File: src/rtl/odometer_pkg.sv
// Shared definitions for the odometer measurement controller.
//   meas_state_t    : burst sequencer states
//   BF_WIDTH        : width of one beat-frequency result word
//   DEF_FIFO_DEPTH  : default number of stored results
//   DEF_TRIG_CYCLES : default trigger pulse width in cycles
package odometer_pkg;

  typedef enum logic [2:0] {
    ST_IDLE    = 3'd0,
    ST_TRIG    = 3'd1,
    ST_WAIT    = 3'd2,
    ST_CAPTURE = 3'd3,
    ST_FIN     = 3'd4
  } meas_state_t;

  localparam int BF_WIDTH        = 12;
  localparam int DEF_FIFO_DEPTH  = 4;
  localparam int DEF_TRIG_CYCLES = 2;

endpackage

File: src/rtl/odometer_result_fifo.sv
// Result FIFO for beat-frequency words.
//   clk, resetb : clock, async active-low reset (pointers/level cleared)
//   wr_en       : write wr_data at the tail (dropped when full unless popping)
//   pop         : advance the head (ignored when empty)
//   rd_data     : current head word, valid when not empty
//   level       : stored entries, 0..DEPTH (DEPTH must be <= 7)
//   full, empty : level flags
module odometer_result_fifo
  import odometer_pkg::*;
#(
  parameter int DEPTH = DEF_FIFO_DEPTH,
  parameter int WIDTH = BF_WIDTH
) (
  input  logic             clk,
  input  logic             resetb,
  input  logic             wr_en,
  input  logic [WIDTH-1:0] wr_data,
  input  logic             pop,
  output logic [WIDTH-1:0] rd_data,
  output logic [2:0]       level,
  output logic             full,
  output logic             empty
);

  localparam int PTR_W = (DEPTH > 1) ? $clog2(DEPTH) : 1;

  logic [WIDTH-1:0] mem [DEPTH];
  logic [PTR_W-1:0] wr_ptr;
  logic [PTR_W-1:0] rd_ptr;
  logic             do_pop;
  logic             do_wr;

  assign full    = (level == 3'(DEPTH));
  assign empty   = (level == 3'd0);
  assign rd_data = mem[rd_ptr];
  assign do_pop  = pop && !empty;
  // A pop in the same cycle frees the slot, so a full FIFO still accepts the write.
  assign do_wr   = wr_en && (!full || do_pop);

  always_ff @(posedge clk or negedge resetb) begin
    if (!resetb) begin
      wr_ptr <= '0;
      rd_ptr <= '0;
      level  <= 3'd0;
    end else begin
      if (do_wr)
        wr_ptr <= (wr_ptr == PTR_W'(DEPTH - 1)) ? '0 : wr_ptr + 1'b1;
      if (do_pop)
        rd_ptr <= (rd_ptr == PTR_W'(DEPTH - 1)) ? '0 : rd_ptr + 1'b1;
      case ({do_wr, do_pop})
        2'b10:   level <= level + 3'd1;
        2'b01:   level <= level - 3'd1;
        default: level <= level;
      endcase
    end
  end

  always_ff @(posedge clk) begin
    if (do_wr)
      mem[wr_ptr] <= wr_data;
  end

endmodule

File: src/rtl/odometer_meas_ctrl.sv
// Odometer measurement burst controller with result FIFO and scan readout.
//   clk, resetb        : clock, async active-low reset
//   start_meas         : begin a burst (ignored while busy)
//   num_meas           : samples per burst, 0 = 8
//   meas_window        : wait cycles after trigger, 0 = 256
//   bf_count           : odometer result, captured in CAPTURE
//   scan_load, scan_en : pop FIFO head into scan register / shift it left
//   vdd, vss           : supply pass-through, no logic function
//   meas_trig, busy, done, overflow : registered status outputs
//   fifo_level         : stored results
//   scan_out           : scan register MSB
//
// state   | meaning
// IDLE    | waiting for start_meas
// TRIG    | meas_trig high for TRIG_CYCLES cycles
// WAIT    | measurement window countdown
// CAPTURE | push bf_count, count the sample
// FIN     | one-cycle done pulse
module odometer_meas_ctrl
  import odometer_pkg::*;
#(
  parameter int FIFO_DEPTH  = DEF_FIFO_DEPTH,
  parameter int TRIG_CYCLES = DEF_TRIG_CYCLES
) (
  input  logic                clk,
  input  logic                resetb,
  input  logic                start_meas,
  input  logic [2:0]          num_meas,
  input  logic [7:0]          meas_window,
  input  logic [BF_WIDTH-1:0] bf_count,
  input  logic                scan_load,
  input  logic                scan_en,
  input  logic                vdd,
  input  logic                vss,
  output logic                meas_trig,
  output logic                busy,
  output logic                done,
  output logic [2:0]          fifo_level,
  output logic                overflow,
  output logic                scan_out
);

  meas_state_t         state, state_nxt;
  logic [2:0]          num_lat;
  logic [7:0]          win_lat;
  logic [8:0]          timer;
  logic [3:0]          sample_cnt;
  logic [3:0]          num_eff;
  logic [8:0]          win_eff;
  logic [BF_WIDTH-1:0] scan_sr;
  logic [BF_WIDTH-1:0] fifo_head;
  logic                fifo_full;
  logic                fifo_empty;
  logic                capture;
  logic                unused_supply;

  assign unused_supply = vdd ^ vss;

  assign num_eff = (num_lat == 3'd0) ? 4'd8 : {1'b0, num_lat};
  assign win_eff = (win_lat == 8'd0) ? 9'd256 : {1'b0, win_lat};
  assign capture = (state == ST_CAPTURE);

  always_comb begin
    state_nxt = state;
    case (state)
      ST_IDLE:    if (start_meas) state_nxt = ST_TRIG;
      ST_TRIG:    if (timer == 9'd0) state_nxt = ST_WAIT;
      ST_WAIT:    if (timer == 9'd0) state_nxt = ST_CAPTURE;
      ST_CAPTURE: state_nxt = ((sample_cnt + 4'd1) == num_eff) ? ST_FIN : ST_TRIG;
      ST_FIN:     state_nxt = ST_IDLE;
      default:    state_nxt = ST_IDLE;
    endcase
  end

  // Outputs are decoded from the next state so they stay aligned with the state flop.
  always_ff @(posedge clk or negedge resetb) begin
    if (!resetb) begin
      state      <= ST_IDLE;
      meas_trig  <= 1'b0;
      busy       <= 1'b0;
      done       <= 1'b0;
      overflow   <= 1'b0;
      num_lat    <= 3'd0;
      win_lat    <= 8'd0;
      timer      <= 9'd0;
      sample_cnt <= 4'd0;
    end else begin
      state     <= state_nxt;
      meas_trig <= (state_nxt == ST_TRIG);
      busy      <= (state_nxt != ST_IDLE);
      done      <= (state_nxt == ST_FIN);

      if (state == ST_IDLE && start_meas) begin
        num_lat    <= num_meas;
        win_lat    <= meas_window;
        sample_cnt <= 4'd0;
        overflow   <= 1'b0;
      end

      if (capture) begin
        sample_cnt <= sample_cnt + 4'd1;
        if (fifo_full && !scan_load)
          overflow <= 1'b1;
      end

      // Timer counts down to zero; terminal count ends TRIG and WAIT.
      if (state_nxt == ST_TRIG && state != ST_TRIG)
        timer <= 9'(TRIG_CYCLES - 1);
      else if (state_nxt == ST_WAIT && state != ST_WAIT)
        timer <= win_eff - 9'd1;
      else if (timer != 9'd0)
        timer <= timer - 9'd1;
    end
  end

  always_ff @(posedge clk or negedge resetb) begin
    if (!resetb)
      scan_sr <= '0;
    else if (scan_load)
      scan_sr <= fifo_empty ? '0 : fifo_head;
    else if (scan_en)
      scan_sr <= {scan_sr[BF_WIDTH-2:0], 1'b0};
  end

  assign scan_out = scan_sr[BF_WIDTH-1];

  odometer_result_fifo #(
    .DEPTH (FIFO_DEPTH),
    .WIDTH (BF_WIDTH)
  ) u_fifo (
    .clk     (clk),
    .resetb  (resetb),
    .wr_en   (capture),
    .wr_data (bf_count),
    .pop     (scan_load),
    .rd_data (fifo_head),
    .level   (fifo_level),
    .full    (fifo_full),
    .empty   (fifo_empty)
  );

endmodule

File: config.mk
export PLATFORM = sky130hd
export DESIGN_NAME = odometer_meas_ctrl
export DESIGN_NICKNAME = d
export VERILOG_FILES = /design/src/rtl/odometer_pkg.sv /design/src/rtl/odometer_result_fifo.sv /design/src/rtl/odometer_meas_ctrl.sv
export SDC_FILE = /design/constraint.sdc
export NUM_CORES = 1
export LEC_CHECK = 0
export ABC_AREA = 1
export BUFFER_PORTS_ARGS = -buffer_cell sky130_fd_sc_hd__clkbuf_2
export CAP_MARGIN = 15
export CORE_AREA = 3 3 112 114
export CTS_CLUSTER_DIAMETER = 30
export DETAILED_ROUTE_END_ITERATION = 16
export DIE_AREA = 0 0 115 117
export REMOVE_ABC_BUFFERS = 1
export SYNTH_ARGS = -nofsm -noshare
export SYNTH_HDL_FRONTEND = slang
export SYNTH_SLANG_ARGS = --single-unit
File: constraint.sdc
create_clock -name clk -period 5.2 [get_ports clk]
set_clock_uncertainty 0.1 [all_clocks]
set_input_delay 0.78 -clock clk [delete_from_list [all_inputs] [get_ports clk]]
set_output_delay 0.78 -clock clk [all_outputs]
set_load 0.02 [all_outputs]
After elaboration in Yosys (flattened, before gate mapping)
Memories as Yosys holds them, arrays and structs flattened.
Index checks and enable logic that the tools add are counted.
{"block": "op_classes", "n_addsub": 7, "eq_ne": 14, "reduce_logical": 21, "mux": 23}
{"cell": "12-bit 2-to-1 mux", "count": 3}
{"cell": "9-bit 2-to-1 mux", "count": 4}
{"cell": "9-bit by 1-bit subtractor with 9-bit output, second input constant", "count": 2}
{"cell": "3-bit 2-to-1 mux", "count": 4}
{"cell": "4-bit 2-to-1 mux", "count": 3}
{"cell": "3-bit case mux with 4 select lines", "count": 1}
{"cell": "3-bit by 2-bit == test with 1-bit output, second input constant", "count": 3}
{"cell": "3-bit logical NOT", "count": 3}
{"cell": "9-bit logical NOT", "count": 1}
{"cell": "9-bit nonzero test", "count": 1}
{"cell": "8-bit logical NOT", "count": 1}
{"cell": "2-bit == test, second input constant", "count": 3}
{"cell": "3-bit by 1-bit == test with 1-bit output, second input constant", "count": 2}
{"cell": "3-bit == test, second input constant", "count": 2}
{"cell": "1-bit logical AND", "count": 6}
{"cell": "3-bit case mux with 2 select lines", "count": 1}
{"cell": "2-bit nonzero test", "count": 3}
{"cell": "3-bit nonzero test", "count": 2}
{"cell": "1-bit 2-to-1 mux", "count": 5}
{"cell": "2-bit by 1-bit adder with 2-bit output, second input constant", "count": 2}
{"cell": "4-bit by 1-bit adder with 4-bit output, second input constant", "count": 1}
{"cell": "4-bit == test", "count": 1}
{"cell": "2-bit 2-to-1 mux", "count": 2}
{"cell": "3-bit by 1-bit adder with 3-bit output, second input constant", "count": 1}
{"cell": "6 further kinds", "count": 8}
{"block": "word_totals", "mem_bits_rw": 48, "inputBits": 30, "reg_bits": 50, "output_inout_bits": 8, "mem_count": 1, "wordCells": 79}
{"name": "u_fifo.mem", "depth": 4, "width": 12, "read_ports": 1, "rd_ports_with_merged_regs": 0, "wr": 1, "line": "odometer_result_fifo.sv:27", "rtl": "logic [WIDTH-1:0] mem [DEPTH];"}

Longest topological paths before layout
{"block": "depth", "depth_word": 9, "depth_mapped": 15, "mapped_depth_nobuf": 15}

By module
A second synthesis with hierarchy kept.
{"block": "hier_totals", "cells_unflattened": 471, "area_unflattened_um2": 4619.4}
{"mod": "odometer_meas_ctrl", "n_inst": 1, "area_each_um2": 2369.8, "seq_area_each_um2": 1076.0, "cells_per_inst": 296}
{"mod": "odometer_result_fifo", "n_inst": 1, "area_each_um2": 2249.7, "seq_area_each_um2": 1616.6, "cells_per_inst": 175}

Least setup slack after synthesis
OpenSTA, ideal clock, no wires.
{"block": "synth_path", "path_type": "input to register", "start": "input port scan_load", "end": "register u_fifo.level[2]", "cell_stages": 9, "setup_slack_ps": 2797, "arrival_ps": 2172, "path_buffers": 1, "required_ps": 4969, "setup_ps": 131, "cell_sequence": "nand2_1 -> clkinv_1 -> clkbuf_1 -> ha_1 -> inv_1 -> fa_1 -> a21oi_1 -> o21ai_0 -> xor2_1"}
{"block": "synth_between", "elab_chain_len": 5, "elab_cells_between_ends": 7, "classes_between": "2 x eq/ne; 1 x mux; 4 x reduce/logical"}
{"element": "start, declared", "line": "odometer_meas_ctrl.sv:31", "rtl": "input logic scan_load,"}
{"element": "1-bit logical AND (*)", "line": "odometer_result_fifo.sv:36", "rtl": "assign do_pop = pop && !empty;"}
{"element": "via u_fifo.do_pop", "line": "odometer_result_fifo.sv:30", "rtl": "logic do_pop;"}
{"element": "1-bit logical OR", "line": "odometer_result_fifo.sv:38", "rtl": "assign do_wr = wr_en && (!full || do_pop);"}
{"element": "1-bit logical AND", "line": "odometer_result_fifo.sv:38"}
{"element": "2-bit by 1-bit == test with 1-bit output / 2-bit == test (equally long branches)", "line": "odometer_result_fifo.sv:50", "rtl": "case ({do_wr, do_pop})"}
{"element": "3-bit case mux with 2 select lines / 2-bit nonzero test (equally long branches)"}
{"element": "end signal, assigned", "line": "odometer_result_fifo.sv:51", "rtl": "2'b10: level <= level + 3'd1;"}
{"element": "end signal, assigned", "line": "odometer_result_fifo.sv:52", "rtl": "2'b01: level <= level - 3'd1;"}
{"element": "end signal, assigned", "line": "odometer_result_fifo.sv:53", "rtl": "default: level <= level;"}
{"element": "end, declared", "line": "odometer_result_fifo.sv:20", "rtl": "output logic [2:0] level,"}
The timed path passes the listed nets; every way through them passes the cells marked *.
A chain may end at the register's enable or synchronous reset.

Worst setup path in the final report
{"block": "layout_path", "start": "input port scan_load", "end": "register u_fifo.level[2]"}
{"block": "layout_between", "elab_chain_len": 5, "elab_cells_between_ends": 7, "classes_between": "2 x eq/ne; 1 x mux; 4 x reduce/logical"}
{"element": "1-bit logical AND (*)", "line": "odometer_result_fifo.sv:36"}
{"element": "1-bit logical OR", "line": "odometer_result_fifo.sv:38"}
{"element": "1-bit logical AND", "line": "odometer_result_fifo.sv:38"}
{"element": "2-bit by 1-bit == test with 1-bit output / 2-bit == test (equally long branches)", "line": "odometer_result_fifo.sv:50"}
{"element": "3-bit case mux with 2 select lines / 2-bit nonzero test (equally long branches)"}
Mark *: on every way between the ends. The rest lies on a longest branch, timed or not.

==> reports/results.ini <==
[final_layout]
drive_above_1_share_pct=16.6
multi_input_area_sq_mm=0.00148
syn_to_final_growth_pct=14.8
fin_cells=626
n_antenna_cell=0
most-common-layout-cells=nand2_1 (72), nor2_1 (59), dfrtp_1 (50)
fill_cells=1109
layout_commonest_cell=nand2_1
regArea_sq_mm=0.00269
nNetsFinal=517

[floorplan]
core_area_sq_mm=0.0115
fp.dieH_microns=117
dieArea_sq_mm=0.0135
fp-row-count=39
chipWidth_microns=115
initial_core_util_pct=38.4
boundaryPins=38

[global_route]
antenna_found_initial=0
overflow=0
grt_pass1_wl_microns=15200
grt_max_degree=51
grt_pass1_vias=3127
grtUsageTotal_pct=14.5

[min_path]
holdCritStartpoint=scan_sr[4]$_DFFE_PN0P_
hold_path_class=flop to flop

[sta]
drv_slew=0
setup_violations=0
relSlewSlack_pct=39.9
max_freq_mhz=407
fin_setup_tns_ps=0
worst_hold_slack_ps=390
rsz0062_at_grt=no
tightest_slew_ps=899
min_period_over_period_pct=47.3
fin_ws_ps=2740
period_minus_slack_ps=2460
finalHoldViolCount=0

[power_and_ir_drop]
power.density_mw_per_mm2=392
power.leakage_nw=2.25
max-vdd-ir-drop_uv=242
power_w=0.00199

[yosys]
synth_simple_gate_area_share_pct=18.9
synthAdderAreaFrac_pct=2.72
yosysUniqueCellTypes=35
synthXorXnorAreaFrac_pct=0.793
synth_edf_count=48
synthFlopType=dfrtp_1
async_reset_ff_share_pct=51.0
synth_top_family_by_area=simple AND/OR/NAND/NOR gates
seq_area_frac_synth_pct=60.9
yosysWarningCount=0
avgSynthCellArea_sq_um=10.1
muxShareOfSynthArea_pct=0.510
ys_ff_latch=98
netlist_instances=439
synth_area_sq_mm=0.00442
synth_compound_area_share_pct=10.6

[placement]
hpwl_microns=5770
portBuffers=35
post-place-ws_ps=2390
gp_congestion=0.768
dp.cells=610

[critical_path]
cp-startpoint=scan_load
cp_data_required_time_ps=5320
crit_family=adder cells
slowest_delay_ps=370
cpMostUsedCell=inv_1
critical_path_class=input pin to flop
setup.worst_path.start_class=input pin
cp_cell_sequence=clkbuf_2 > inv_1 > nand3_1 > nand2_1 > ha_1 > inv_1 > fa_1 > a21oi_1 > o21ai_0 > xor2_1
path_max_fanout=12
worstPathArrival_ps=2580
r2r-start=u_fifo.rd_ptr[0]$_DFFE_PN0P_
crit_buf_inv=3
cp_slowest_cell=fa_1
crit_path_end_kind=flop

[clock_network]
clock_sinks=98
insertion_delay_ps=340
post_cts_resized=0
cts_tree=done
path_clk_slew_ps=70
cts_made_buffers=9
htreeDepth=3
clockBufferDepth=2
cts_hold_buf=0
cts_setup_buffers=0
cts_root_buf=clkbuf_16

[route]
vias=3123
wire_per_inst_microns=14.0
initialDrtViolationCount=204
first_pass_iters=5
antenna_left=0
vias_per_cell=4.99
drc=0
drt_wl_total_microns=8780

[flow_run]
cap_violations=0

[outcome]
outcome=completed

-- through the flow --
stage / instance area [sq um] / utilization [%]
finish: 5070 / 44.0
global route: 5070 / 44.0
CTS: 5070 / 44.0
detailed placement: 4770 / 41.4
global placement: 4770 / 41.4
floorplan: 4370 / -
-- sequential cells by signal, indices dropped and copies added (netlist names), 3 cells and up --
register and flops:
sample_cnt 4, u_fifo.level 3, timer 9, num_lat 3, u_fifo.mem 48, state 3
win_lat 8, scan_sr 12
-- report_power, final --
group	switching, W	internal (W)	leakage [nW]
Sequential	0.0000867	0.000881	0.996
Clock	0.000295	0.000378	0.145
Combinational	0.000214	0.000135	1.11
Total	0.000595	0.00139	2.25
-- final timing paths --
path / endpoint / slack (ps) / depth (start not counted)
max: u_fifo.level[2]$_DFFE_PN0P_ / 2740 / 10
min: scan_sr[4]$_DFFE_PN0P_ / 390 / 2
max reg2reg: scan_sr[10]$_DFFE_PN0P_ / 2780 / 5
min reg2reg: scan_sr[4]$_DFFE_PN0P_ / 390 / 2
max in group asynchronous: win_lat[6]$_DFFE_PN0P_ / 4120 / 2
min in group asynchronous: num_lat[2]$_DFFE_PN0P_ / 450 / 2
-- layout make-up --
type / instances / share of cell area, %
sequential: 98 / 53.1
multi-input combinational: 277 / 29.2
clock buffer: 9 / 4.44
timing repair buffer: 41 / 4.34
inverter: 51 / 3.82
tap: 143 / 3.53
clock inverter: 7 / 1.53
-- cell families (layout without fill, tap and decap cells) --
kind of cell             Yosys count  in the layout
buffers and inverters             64            108
XOR/XNOR                           4              4
AO/OA/AOI/OAI                     83             83
AND/OR/NAND/NOR                  179            179
adder cells (fa/ha/maj)            9              9
flip-flops                        98             98
multiplexers                       2              2
-- Yosys cell counts (all sizes together), types with 2 or more instances --
cell type,instances,area (sq um)
o21ai,46,230
dfrtp,50,1250
o22ai,12,75.1
mux2,2,22.5
clkbuf,13,48.8
xor2,3,26.3
nor2,65,269
nand2,79,338
a21oi,12,63.8
nor3,3,37.5
a22oi,11,82.6
edfxtp,48,1440
nand3,20,118
nand4,9,56.3
inv,50,190
ha,8,100
-- worst register-to-register path, stage by stage (launching register included) --
cell	delay, ps
dfrtp_1	890
inv_1	590
o21ai_0	320
o22ai_1	110
a22oi_1	170
o21ai_0	120
-- per-layer routing --
layer / vias to the layer above / routed length (microns) / track usage, %
li1: 1558 / - / -
met1: 1486 / 4100 / 18.7
met2: 71 / 4170 / 23.9
met3: 8 / 383 / 4.37
met4: 0 / 122 / 4.15
met5: - / 0 / 0
No activity file was read; power rests on OpenSTA's default activity.
